`config.mk`:
```
export PLATFORM = sky130hd
export DESIGN_NAME = comparator_serial
export DESIGN_NICKNAME = d
export VERILOG_FILES = /design/src/rtl/comparator_serial.sv
export SDC_FILE = /design/constraint.sdc
export NUM_CORES = 1
export LEC_CHECK = 0
export CAP_MARGIN = 20
export CORE_MARGIN = 8
export CORE_UTILIZATION = 50
export CTS_CLUSTER_SIZE = 14
export DETAILED_ROUTE_END_ITERATION = 8
export PLACE_DENSITY = 0.81
export SYNTH_ARGS = -nofsm -noshare
export SYNTH_HDL_FRONTEND = slang
export SYNTH_SLANG_ARGS = --single-unit
```
`constraint.sdc`:
```
create_clock -name clk -period 3.7 [get_ports clk]
set_clock_uncertainty 0.2 [all_clocks]
set_input_delay 0.74 -clock clk [delete_from_list [all_inputs] [get_ports clk]]
set_output_delay 0.74 -clock clk [all_outputs]
set_load 0.02 [all_outputs]
```
`src/rtl/comparator_serial.sv`:
```
// comparator_serial
// Multi-cycle magnitude comparator. Two WIDTH-bit operands are compared
// MSB-first, DIGIT bits per clock. The result is reported on registered
// G/L/E flags, and a start/busy/done handshake controls each compare.
// In signed mode the MSB of both operands is flipped when they are captured.
// This offset-binary mapping turns a two's-complement compare into an
// unsigned one, so the digit datapath only ever does unsigned compares.
// With EARLY=1 a compare ends on the first unequal digit. With EARLY=0 every
// compare takes WIDTH/DIGIT cycles, so latency is constant.

module comparator_serial #(
  parameter int WIDTH = 16,
  parameter int DIGIT = 4,
  parameter bit EARLY = 1'b1
) (
  input  logic             clk,
  input  logic             rst,
  input  logic             start,
  input  logic             signed_mode,
  input  logic [WIDTH-1:0] A,
  input  logic [WIDTH-1:0] B,
  output logic             busy,
  output logic             done,
  output logic             G,
  output logic             L,
  output logic             E
);

  // Number of digit steps per compare, and the counter sized to reach N-1.
  localparam int N     = (DIGIT > 0) ? (WIDTH / DIGIT) : 1;
  localparam int CNT_W = (N > 1) ? $clog2(N) : 1;
  localparam logic [CNT_W-1:0] LAST_CNT = CNT_W'(N - 1);

  // An operand width that does not split into whole digits is a build error.
  generate
    if ((DIGIT < 1) || (DIGIT > WIDTH) || ((WIDTH % DIGIT) != 0)) begin : g_bad_params
      $error("comparator_serial: WIDTH must be a positive multiple of DIGIT");
    end
  endgenerate

  typedef enum logic {
    IDLE = 1'b0,
    BUSY = 1'b1
  } state_t;

  // Flips the operand MSB in signed mode so that the remaining datapath can
  // compare the operands as plain unsigned numbers.
  function automatic logic [WIDTH-1:0] to_offset_binary(
    input logic [WIDTH-1:0] value,
    input logic             is_signed
  );
    logic [WIDTH-1:0] msb_mask;
    msb_mask            = '0;
    msb_mask[WIDTH-1]   = is_signed;
    return value ^ msb_mask;
  endfunction

  state_t           state_q;
  state_t           state_d;
  logic [WIDTH-1:0] sa_q;
  logic [WIDTH-1:0] sb_q;
  logic [CNT_W-1:0] cnt_q;
  logic             decided_q;
  logic             dec_gt_q;
  logic             done_q;
  logic             g_q;
  logic             l_q;
  logic             e_q;

  logic [DIGIT-1:0] dig_a;
  logic [DIGIT-1:0] dig_b;
  logic             dig_neq;
  logic             dig_gt;
  logic             accept;
  logic             finish;
  logic             res_g;
  logic             res_l;
  logic             res_e;

  // The current digit is always the top DIGIT bits of the shift registers.
  assign dig_a = sa_q[WIDTH-1 -: DIGIT];
  assign dig_b = sb_q[WIDTH-1 -: DIGIT];

  // State register; reset returns to IDLE at once and drops any in-flight compare.
  always_ff @(posedge clk or posedge rst) begin
    if (rst) begin
      state_q <= IDLE;
    end else begin
      state_q <= state_d;
    end
  end

  // Next-state logic: leave IDLE on start, return to IDLE on the finishing digit.
  always_comb begin
    state_d = state_q;
    case (state_q)
      IDLE:    if (start)  state_d = BUSY;
      BUSY:    if (finish) state_d = IDLE;
      default: state_d = IDLE;
    endcase
  end

  // Output/decision logic: compare the current digit and decide whether this
  // cycle is the last one. It also forms the result that is loaded at the
  // finish edge.
  always_comb begin
    accept  = 1'b0;
    finish  = 1'b0;
    res_g   = 1'b0;
    res_l   = 1'b0;
    res_e   = 1'b0;
    dig_neq = (dig_a != dig_b);
    dig_gt  = (dig_a > dig_b);
    case (state_q)
      IDLE: begin
        accept = start;
      end
      BUSY: begin
        // A latched decision always wins over later digits. Later digits only
        // matter when no inequality has been seen yet.
        finish = (cnt_q == LAST_CNT) || (EARLY && dig_neq && !decided_q);
        if (decided_q) begin
          res_g = dec_gt_q;
          res_l = !dec_gt_q;
        end else if (dig_neq) begin
          res_g = dig_gt;
          res_l = !dig_gt;
        end else begin
          res_e = 1'b1;
        end
      end
      default: begin
        accept = 1'b0;
      end
    endcase
  end

  // Operand shift registers: load the mapped operands on accept, then step
  // one digit per BUSY cycle. These hold data only, so they have no reset.
  always_ff @(posedge clk) begin
    if (accept) begin
      sa_q <= to_offset_binary(A, signed_mode);
      sb_q <= to_offset_binary(B, signed_mode);
    end else if (state_q == BUSY) begin
      sa_q <= sa_q << DIGIT;
      sb_q <= sb_q << DIGIT;
    end
  end

  // Digit counter and latched first-inequality decision for the compare in flight.
  always_ff @(posedge clk or posedge rst) begin
    if (rst) begin
      cnt_q     <= '0;
      decided_q <= 1'b0;
      dec_gt_q  <= 1'b0;
    end else if (accept) begin
      cnt_q     <= '0;
      decided_q <= 1'b0;
      dec_gt_q  <= 1'b0;
    end else if (state_q == BUSY) begin
      if (!finish) begin
        cnt_q <= cnt_q + 1'b1;
      end
      if (dig_neq && !decided_q) begin
        decided_q <= 1'b1;
        dec_gt_q  <= dig_gt;
      end
    end
  end

  // Result flags and the done pulse. The flags change only on a finish edge,
  // so they hold across a new start.
  always_ff @(posedge clk or posedge rst) begin
    if (rst) begin
      done_q <= 1'b0;
      g_q    <= 1'b0;
      l_q    <= 1'b0;
      e_q    <= 1'b0;
    end else begin
      done_q <= finish;
      if (finish) begin
        g_q <= res_g;
        l_q <= res_l;
        e_q <= res_e;
      end
    end
  end

  assign busy = (state_q == BUSY);
  assign done = done_q;
  assign G    = g_q;
  assign L    = l_q;
  assign E    = e_q;

endmodule

```
==> flow_summary.json <==
{
  "finalSetupTns_ns": 0,
  "die_w_um": 77.37,
  "grt_usage_pct": 12.14,
  "max_stage_delay_ns": 0.69,
  "yosysUniqueCellTypes": 29,
  "clk-insertion-delay-late_ns": 0.29,
  "worst_slew_pin_slew_ns": 0.8171,
  "core_um2": 3633,
  "numCtsBuffers": 5,
  "required_ns": 2.76,
  "finalCritPeriodShare_pct": 68.53,
  "drive_gt1_share_pct": 21.18,
  "finalNonFillerCells": 218,
  "drt-initial-drc-count": 78,
  "reg2reg_slack_ns": 1.57,
  "crit_chain": "clkdlybuf4s50_1",
  "fmax_mhz": 394.4,
  "whs_ns": 0.3441,
  "rows": 22,
  "cp-end-kind": "primary output",
  "ys_ff_latch": 41,
  "postRouteWirelength_um": 3343,
  "firstDrtPassIters": 4,
  "hp-start": "cnt_q[1]",
  "power_density_nw_per_um2": 750.0,
  "die_h_um": 77.37,
  "synth_warnings": 0,
  "max-slew-margin-rel_pct": 45.41,
  "arrival_ns": 1.60,
  "postSynthCellCount": 125,
  "synth-seq-area-share_pct": 62.99,
  "irDropWorstVdd_mv": 0.3778,
  "slowest_stage": "clkdlybuf4s50_1",
  "r2r-end": "sb_q[5]",
  "drv_slew": 0,
  "cp_num_cells": 1,
  "r2r_start": "busy",
  "antenna_cells": 0,
  "cts_tree": "yes",
  "start_util_pct": 51.83,
  "synthFlopType": "edfxtp_1",
  "cts_root_buffer": "clkbuf_8",
  "cts_resized": 0,
  "drc_errors": 0,
  "synthArstFlopShare_pct": 21.95,
  "synth_nets": 166,
  "period_minus_slack_ns": 2.536,
  "syn_area_um2": 1883,
  "critPathTopFamily": "buffers and inverters",
  "worstHoldPathType": "flop to flop",
  "postCtsHoldBufs": 0,
  "setup_viol": 0,
  "grt_overflow": 0,
  "die_area_um2": 5986,
  "wl_per_cell_um": 15.33,
  "grt_max_degree": 35,
  "r2r_cells": 2,
  "rsz0062_at_grt": "no",
  "cts_setup_buffers": 0,
  "dp_hpwl_um": 2448,
  "synth_edf_count": 32,
  "cts.sink_count": 41,
  "critPathKind": "flop to primary output",
  "htreeDepth": 2,
  "path_max_fanout": 12,
  "status": "finished, final reports clean",
  "clk_path_buf_depth": 2,
  "layout.nets": 210,
  "portBuffers": 40,
  "maxCapViolations": 0,
  "place.gp.congestion": 0.7302,
  "cp-endpoint": "busy",
  "clkSlewWorstSetupHoldPaths_ns": 0.07,
  "hold_viol_final": 0,
  "critPathBufInv": 1,
  "antenna_found_initial": 0,
  "worstSetupStartpointType": "flop",
  "cp-startpoint": "busy",
  "viasPerCell": 5.161,
  "vias": 1125,
  "ant_nets": 0,
  "grt_pass1_vias": 1242,
  "dp.cells": 210,
  "avgSynthCellArea_um2": 15.06,
  "synthToLayoutAreaGrowth_pct": 27.11,
  "fin_total_pwr_w": 0.001795,
  "grt_pass1_wl_um": 5761,
  "p_leak_nw": 0.9250,
  "boundaryPins": 41
}
==> synth_stat cells, types with 2 or more instances <==
library cell | n | share of area (%)
o211ai_1 | 3 | 1.2
nand2_1 | 3 | 0.60
nor2_1 | 6 | 1.2
clkbuf_8 | 2 | 1.5
and2_1 | 8 | 2.7
a21oi_1 | 6 | 1.6
inv_1 | 8 | 1.6
ha_1 | 5 | 3.3
buf_2 | 2 | 0.53
o22ai_1 | 2 | 0.66
mux2_2 | 22 | 13
edfxtp_1 | 32 | 51
xnor2_1 | 2 | 0.93
dfrtp_1 | 9 | 12
==> cell families after synthesis <==
logic type	Yosys count	synth area share, %
compound gates	18	7.309
xor+xnor	2	0.9304
flops	41	62.99
buf+inv	13	3.987
fa+ha+maj	5	3.322
simple gates	23	7.509
mux	23	13.95
==> sequential cells by signal (all words and copies together) (netlist names) <==
signal and count:
decided_q 1, cnt_q 2, sb_q 16, L 1, E 1, G 1, done 1, sa_q 16
dec_gt_q 1, busy 1
==> per-stage QoR <==
stage	utilization (%)	area (um2)	setup WS, ns
3_5_place_dp	63.67	2313	0.8873
5_1_grt	65.87	2394	1.103
2_1_floorplan	-	1883	1.704
4_1_cts	65.87	2394	1.154
6_report	65.87	2394	1.164
3_3_place_gp	63.67	2313	0.9139
==> per-layer routing <==
metal / GRT usage, % / part of all wire, % / up-vias / wire [um]
met5: 0 / 0 / - / 0
met4: 5.660 / 1.9 / 0 / 65
met3: 5.300 / 5.2 / 6 / 173
met2: 19.88 / 52 / 27 / 1727
met1: 13.30 / 41 / 551 / 1376
li1: - / - / 541 / -
==> cell usage in the layout (no fill, tap or decap) <==
cell             synthesis  layout
a31oi_1                  1       1
ha_1                     5       5
a22o_2                   1       1
o21ai_0                  1       1
nand2_1                  3       3
o211ai_1                 3       3
nor2b_1                  1       1
xnor2_1                  2       2
and2_1                   8       8
o21a_1                   1       1
clkdlybuf4s50_1          0      40
nand2b_1                 1       1
nor2b_4                  1       1
a21o_2                   1       1
nor2_2                   1       1
nor3b_4                  1       1
inv_1                    8       8
a41oi_4                  1       1
buf_4                    1       2
nand4_1                  1       1
dfrtp_1                  9       9
mux2_2                  22      22
a21boi_0                 1       1
o22ai_1                  2       2
a21oi_1                  6       6
clkbuf_8                 2       5
clkbuf_1                 0       3
edfxtp_1                32      32
nor2_1                   6       6
mux2_4                   1       1
==> power by group <==
group	switching, W	internal (W)
combinational	0.000325	0.000339
clock	0.000143	0.000134
sequential	0.0000926	0.000762
==> how the worst min path moves through the flow <==
stage / end / depth (start not counted)
2_1_floorplan: cnt_q[1] / 1
3_3_place_gp: cnt_q[1] / 1
3_5_place_dp: cnt_q[1] / 1
4_1_cts: cnt_q[1] / 1
5_1_grt: sb_q[14] / 1
6_report: cnt_q[1] / 1
==> final cells by class <==
| type | instances | area (um2) |
|---|---|---|
| Fill cell | 286 | 1240 |
| Sequential cell | 41 | 1186 |
| Multi-Input combinational cell | 71 | 621.8 |
| Timing Repair Buffer | 42 | 415.4 |
| Clock buffer | 8 | 80.08 |
| Tap cell | 48 | 60.06 |
| Inverter | 8 | 30.03 |
Note: power is estimated with default switching activity, not from simulation.
